## src/rtl/sw_seq_pkg.sv

```systemverilog
// Shared constants for the self-test switch sequencer:
// state encoding, script length, switch codes and expected led values.
package sw_seq_pkg;

  localparam logic [1:0] S_IDLE = 2'd0;
  localparam logic [1:0] S_HOLD = 2'd1;
  localparam logic [1:0] S_GAP  = 2'd2;

  localparam int SCRIPT_LEN = 7;

  localparam logic [2:0] SW_CODE [0:6] = '{
    3'b001, 3'b010, 3'b011, 3'b100,
    3'b101, 3'b110, 3'b111
  };

  localparam logic [2:0] LED_EXP [0:6] = '{
    3'd1, 3'd2, 3'd3, 3'd4,
    3'd5, 3'd0, 3'd3
  };

endpackage

```

## src/rtl/sw_seq_timer.sv

```systemverilog
// Loadable down-counter timing the hold and gap phases.
// Ports: clk, rst_n (sync), load, len -> expire (count == 1).
module sw_seq_timer #(
  parameter int W = 1
) (
  input  logic         clk,
  input  logic         rst_n,
  input  logic         load,
  input  logic [W-1:0] len,
  output logic         expire
);

  logic [W-1:0] cnt;

  // Parks at zero instead of wrapping.
  always_ff @(posedge clk) begin
    if (!rst_n)
      cnt <= '0;
    else if (load)
      cnt <= len;
    else if (cnt != '0)
      cnt <= cnt - W'(1);
  end

  assign expire = (cnt == W'(1));

endmodule

```

## src/rtl/sw_seq_gen.sv

```systemverilog
// Self-test switch sequencer: plays a 7-step sw script with gaps.
// Ports: clk, reset (sync, active-low), start, abort, led in;
// sw, step, busy, done, err, err_step out.
// Macro SW_SEQ_CHECK_EN enables the led checker (err, err_step).
module sw_seq_gen
  import sw_seq_pkg::*;
#(
  parameter int HOLD_CYCLES = 1,
  parameter int GAP_CYCLES  = 1
) (
  input  logic       clk,
  input  logic       reset,
  input  logic       start,
  input  logic       abort,
  input  logic [2:0] led,
  output logic [2:0] sw,
  output logic [2:0] step,
  output logic       busy,
  output logic       done,
  output logic       err,
  output logic [2:0] err_step
);

  localparam int MAXC =
    (HOLD_CYCLES > GAP_CYCLES) ? HOLD_CYCLES : GAP_CYCLES;
  localparam int TW = $clog2(MAXC + 1);
  localparam logic [2:0] LAST = 3'(SCRIPT_LEN - 1);

  logic [1:0]    state;
  logic          expire;
  logic          to_gap;
  logic          adv;
  logic          fin;
  logic          launch;
  logic          retire;
  logic          load;
  logic [TW-1:0] len;

  assign to_gap = !abort && state == S_HOLD && expire;
  assign adv    = !abort && state == S_GAP && expire
                  && step != LAST;
  assign fin    = !abort && state == S_GAP && expire
                  && step == LAST;
  // A start seen on the completing edge chains straight
  // into the next script.
  assign launch = !abort && start
                  && (state == S_IDLE || fin);
  assign retire = fin && !start;

  assign load = launch || to_gap || adv;
  assign len  = to_gap ? TW'(GAP_CYCLES)
                       : TW'(HOLD_CYCLES);

  sw_seq_timer #(.W(TW)) u_timer (
    .clk    (clk),
    .rst_n  (reset),
    .load   (load),
    .len    (len),
    .expire (expire)
  );

  always_ff @(posedge clk) begin
    if (!reset) begin
      state <= S_IDLE;
      step  <= '0;
      sw    <= '0;
      busy  <= 1'b0;
      done  <= 1'b0;
    end else begin
      done <= fin;
      unique case (1'b1)
        abort: begin
          state <= S_IDLE;
          step  <= '0;
          sw    <= '0;
          busy  <= 1'b0;
        end
        launch: begin
          state <= S_HOLD;
          step  <= '0;
          sw    <= SW_CODE[0];
          busy  <= 1'b1;
        end
        to_gap: begin
          state <= S_GAP;
          sw    <= '0;
        end
        adv: begin
          state <= S_HOLD;
          step  <= step + 3'd1;
          sw    <= SW_CODE[step + 3'd1];
        end
        retire: begin
          state <= S_IDLE;
          step  <= '0;
          busy  <= 1'b0;
        end
        default: ;
      endcase
    end
  end

`ifdef SW_SEQ_CHECK_EN
  logic chk;

  // Last cycle of every gap.
  assign chk = adv || fin;

  always_ff @(posedge clk) begin
    if (!reset) begin
      err      <= 1'b0;
      err_step <= '0;
    end else if (launch) begin
      err      <= 1'b0;
      err_step <= '0;
    end else if (chk && led != LED_EXP[step]) begin
      err <= 1'b1;
      if (!err)
        err_step <= step;
    end
  end
`else
  logic unused_led;

  assign unused_led = ^led;
  assign err        = 1'b0;
  assign err_step   = '0;
`endif

endmodule

```

## config.mk

```make
export PLATFORM = sky130hd
export DESIGN_NAME = sw_seq_gen
export DESIGN_NICKNAME = d
export VERILOG_FILES = /design/src/rtl/sw_seq_pkg.sv /design/src/rtl/sw_seq_timer.sv /design/src/rtl/sw_seq_gen.sv
export SDC_FILE = /design/constraint.sdc
export NUM_CORES = 1
export LEC_CHECK = 0
export ABC_AREA = 1
export CAP_MARGIN = 20
export CORE_UTILIZATION = 45
export CTS_CLUSTER_SIZE = 24
export DETAILED_ROUTE_END_ITERATION = 10
export GPL_TIMING_DRIVEN = 0
export MAX_ROUTING_LAYER = met4
export PLACE_DENSITY_LB_ADDON = 0.08
export SYNTH_ARGS = -nofsm -noshare
export SYNTH_HDL_FRONTEND = slang
export SYNTH_SLANG_ARGS = --single-unit
```

## constraint.sdc

```tcl
create_clock -name clk -period 3.35 [get_ports clk]
set_input_delay 0.5025 -clock clk [delete_from_list [all_inputs] [get_ports clk]]
set_output_delay 0.5025 -clock clk [all_outputs]
set_load 0.05 [all_outputs]
```

Word level (Yosys, flattened, before mapping)
Memories as Yosys holds them, arrays and structs flattened. Cells that the tools add are included.

Register bits after elaboration: 11. Memory bits (writable): 0. Word-level logic and storage cells: 46. Bits of input ports: 7. Memories kept: 1. Output and inout port bits: 12. Latch bits: 0. Memory bits (read-only): 24.

Add/subtract/negate cells: 2. Multipliers: 0. Magnitude comparators: 1. Bitwise gates (word level): 1. Reduce and logical (&&, ||, !) cells: 23. Divide/modulo/power cells: 0. Muxes and demuxes: 8. Shift-type cells: 0. Equality and inequality tests: 4.

Memory list: (name not given) (words 8, bits a word 3, read ports 1, clocked after Yosys merged registers in 0, wr ports 0, RTL line sw_seq_gen.sv:91) `sw <= SW_CODE[step + 3'd1];`.

Operator list (count): $logic_and A1 B1 Y1 (9); $pmux W3 S3 (1); $mux W3 (2); $pmux W2 S3 (1); $pmux W3 S2 (1); $reduce_bool A3 Y1 (2); $reduce_or A2 Y1 (3); $ge A4 B4 Y1 const B (1); $not A3 Y4 (1); $reduce_bool A2 Y1 (2); $add A3 B1 Y3 const B (1); $eq A3 B3 Y1 const B (1); $logic_or A1 B1 Y1 (3); $ne A3 B3 Y1 const B (1); $reduce_or A3 Y1 (1); $eq A2 B1 Y1 const B (1); $eq A2 B2 Y1 const B (1); $logic_not A1 Y1 (2); $logic_not A2 Y1 (1); $mux W1 (2); $pmux W1 S2 (1); $sub A1 B1 Y1 const B (1).

Depth between registers and ports, before layout
Word-level depth: 9. Gate-level depth with buffers: 10. Mapped depth without buffers: 10.

By module
Synthesis repeated with hierarchy kept, for this count alone.

Cell total of the unflattened synthesis: 98. Area, all modules: 726.9 sq um.

By module, submodules not included: sw_seq_gen (times used 1, cells each 94, seq. area each 200.2 sq um, area each 693.2 sq um); sw_seq_timer (times used 1, cells each 4, seq. area each 20.0 sq um, area each 33.8 sq um).

Least setup slack after synthesis
Ideal clock, no wire load.

Path kind: reg-to-reg. Start: register step[0]. End: register u_timer.cnt, in the netlist u_timer.expire. Data required time: 3.241 ns. Period minus slack after synthesis: 1.816 ns. Buffers on the path: 0. Library setup time: 0.109 ns. Arrival: 1.708 ns. Setup slack: 1.534 ns. Cell stages (with the launch flop): 11. Cells stage by stage: dfxtp_1 inv_1 ha_1 nand2_1 inv_2 nand3_2 nand2_2 a21oi_1 nand2_1 nand2_1 inv_1.

Cells in the longest elaborated chain, start to end: 7. Elaborated cells on any way between the ends: 9. Those cells by class: eq/ne (2); mux (1); reduce/logical (6).

RTL lines: start: declaration (RTL line sw_seq_gen.sv:17) `output logic [2:0] step,`; start signal: assignment (RTL line sw_seq_gen.sv:90) `step <= step + 3'd1;`; $eq A3 B3 Y1 (RTL line sw_seq_gen.sv:43) `&& step == LAST;`; $logic_and A1 B1 Y1 (RTL line sw_seq_gen.sv:43); $logic_or A1 B1 Y1 (RTL line sw_seq_gen.sv:47) `&& (state == S_IDLE || fin);`; $logic_and A1 B1 Y1 (RTL line sw_seq_gen.sv:47); $logic_or A1 B1 Y1 (RTL line sw_seq_gen.sv:50) `assign load = launch || to_gap || adv;`; $logic_or A1 B1 Y1 * (RTL line sw_seq_gen.sv:50); $mux W1 * (RTL line sw_seq_timer.sv:19) `else if (load)`; end signal: assignment (RTL line sw_seq_timer.sv:20) `cnt <= len;`; end signal: assignment (RTL line sw_seq_timer.sv:22) `cnt <= cnt - W'(1);`; end: declaration (RTL line sw_seq_timer.sv:13) `logic [W-1:0] cnt;`.

Every way passes the cells marked *; elsewhere a longest branch is shown, timed or not. A chain may end at the register's enable or synchronous reset.

Worst setup path in the final report
Start: register step[1]. End: output port step[1].

No word-level cell between the ends.

==> summary.txt <==
Clocking
  • Worst-Skew Late Latency: 270 ps
  • H-tree levels: 1
  • Setup bufs post-CTS: 0
  • Sink Count: 11
  • CTS tree: yes
  • Root Buffer: clkbuf_4
  • Max clock buf depth: 2
  • CTS resizes: 0
  • Clock transition at path regs: 80 ps
  • # hold bufs at CTS: 0
  • Total CTS buffers: 3

Global route
  • First-pass GRT wire length: 2.23 mm
  • Initial antenna violation count: 0
  • Vias in the first global route: 558
  • Global-route met2 utilization: 33.6%
  • Met3 usage: 4.89%
  • Largest net degree at the start of global routing: 7
  • GR Util All Layers: 21.2%
  • Met1 Use GR: 24.9%
  • Layer with the highest usage: met2
  • Overflow after GRT: 0

Worst setup path
  • CP Class: reg2out
  • WP data required: 2850 ps
  • CP Launch Type: register
  • Worst Path Max Fanout: 6
  • CP arrival: 1550 ps
  • Cells along the critical path: clkdlybuf4s50_1
  • CP bufs+invs: 1
  • CP max-delay cell: clkdlybuf4s50_1
  • Crit-path max cell delay: 840 ps
  • CP Capture Type: output pin
  • Top delay family on crit path: buffers and inverters

Pwr
  • Pleak: 0.000392 uW
  • Worst vdd ir: 0.000200 V
  • PD cells: 322 nW/um^2

Timing
  • Final Hold Slack: 479 ps
  • Highest clock rate: 486 MHz
  • Final Cycle Share: 61.4%
  • Final Hold Vio Count: 0
  • TNS Setup: 0 ps
  • RSZ-0062 raised after global routing: no
  • Clock Skews: 4.76 ps
  • Final Setup Violations: 0
  • Max Slew Vio Count: 0
  • Clock period minus worst slack: 2060 ps

Layout
  • Most common cell after layout, fill and taps aside: nand2_1
  • # diodes: 0
  • # nets final: 128
  • Synth-to-Final Area Change: 24.6%
  • Share of layout cells above drive strength 1: 17.4%
  • Most frequent cells in the layout: 21 x nand2_1, 12 x nor2_1, 11 x dfxtp_1, 11 x clkdlybuf4s50_1, 10 x inv_1
  • Post-route cell area: 843 um^2
  • Multi-input logic area: 389 um^2
  • Layout filler cell count: 144
  • Register area: 220 um^2

Drt
  • DRC violations left: 0
  • Iter 0 DRT Violations: 3
  • Drt via density: 4.84
  • DRT Pass-1 Iters: 4
  • Via count: 629
  • Final WL: 1.27 mm
  • Post-DRT Antenna Nets: 0
  • Drt wl/cell: 9.76 um

Synth
  • Avg Synthesized Cell Area: 6.98 um^2
  • Yosys reg bits: 11
  • Post-synthesis sequential area ratio: 32.5%
  • Synth top area cells: dfxtp_1 33%, nand2_1 12%, ha_1 9.2%
  • Post-Syn Area: 677 um^2
  • Top-area cell type share of the netlist area: 32.5%
  • Syn Inst Count: 97
  • Synth cell types: 19
  • Top cell type by total area after synthesis: dfxtp_1
  • Yosys warns: 0

Floorplan
  • Die Ht: 40.8 um
  • Core area: 1350 um^2
  • Initial Utilization: 50.1%
  • Core Rows: 13
  • Die Width: 40.8 um
  • Ports: 19
  • Die area: 1660 um^2

Job
  • Max cap viols: 0

Min path
  • Hold WC Path Type: reg2reg

Status
  • Status: finished, final reports clean

Placement
  • Port Buffer Count: 11
  • Final HPWL DP: 945 um
  • Placed cell area: 817 um^2
  • GPL Wtd Cong: 0.814
## tightest hold or removal path, stage by stage (launching register included)
cell     delay [ps]
dfxtp_1         330
a21oi_1          40
nor2_1           70
## state kept, by name, indices dropped and copies added (netlist names)
signal,cells
u_timer.expire,1
state,2
step,3
busy,1
done,1
sw,3
## synth_stat cells (all sizes together)
cell type   n
nor2       18
ha          5
conb        1
nand4       1
nand3       7
o21ai       6
a21oi       4
dfxtp      11
nand2      24
xnor2       1
xor2        1
inv        13
buf         4
nand3b      1
## through the flow
stage          worst slack [ps]  total power, uW  utilization [%]  instances
6_report                   1290              271             62.5        130
5_1_grt                    1250              284             62.5        130
4_1_cts                    1290              274             62.5        130
3_5_place_dp               1500              180             60.5        126
3_3_place_gp               1530              179             60.5        126
2_1_floorplan              1530              170                -        100
## per-layer routing
layer / up-vias / routed length [um] / part of all wire, %
li1: 328 / - / -
met1: 278 / 620 / 49
met2: 18 / 563 / 44
met3: 5 / 59 / 4.6
met4: 0 / 27 / 2.1
met5: - / 0 / 0
## report_power, final
group,internal [uW],total [uW],switching (uW)
combinational,14.0,42.1,28.1
clock,46.1,94.4,48.3
sequential,133,135,1.84
## cells by family after synthesis
group | count (synthesis) | share of synthesized area [%]
AND/OR/NAND/NOR | 51 | 36.0
buffers and inverters | 17 | 11.6
flip-flops | 11 | 32.5
AO/OA/AOI/OAI | 10 | 7.39
adder cells (fa/ha/maj) | 5 | 9.24
XOR/XNOR | 2 | 2.59
other | 1 | 0.554
## final cells by class
class / instances / share of cell area (%)
Inverter: 13 / 5.79
Tap cell: 15 / 2.23
Multi-Input combinational cell: 72 / 46.1
Sequential cell: 11 / 26.1
Clock buffer: 4 / 3.12
Timing Repair Buffer: 11 / 13.1
Buffer: 4 / 3.56
## worst paths after layout
check	cells after the start	slack [ps]	to	from
max reg2reg	9	1760	step[2]	step[0]
max	1	1290	step[1]	step[1]
min	2	480	busy	busy
min reg2reg	2	480	busy	busy
(Power assumes the default switching activity.)
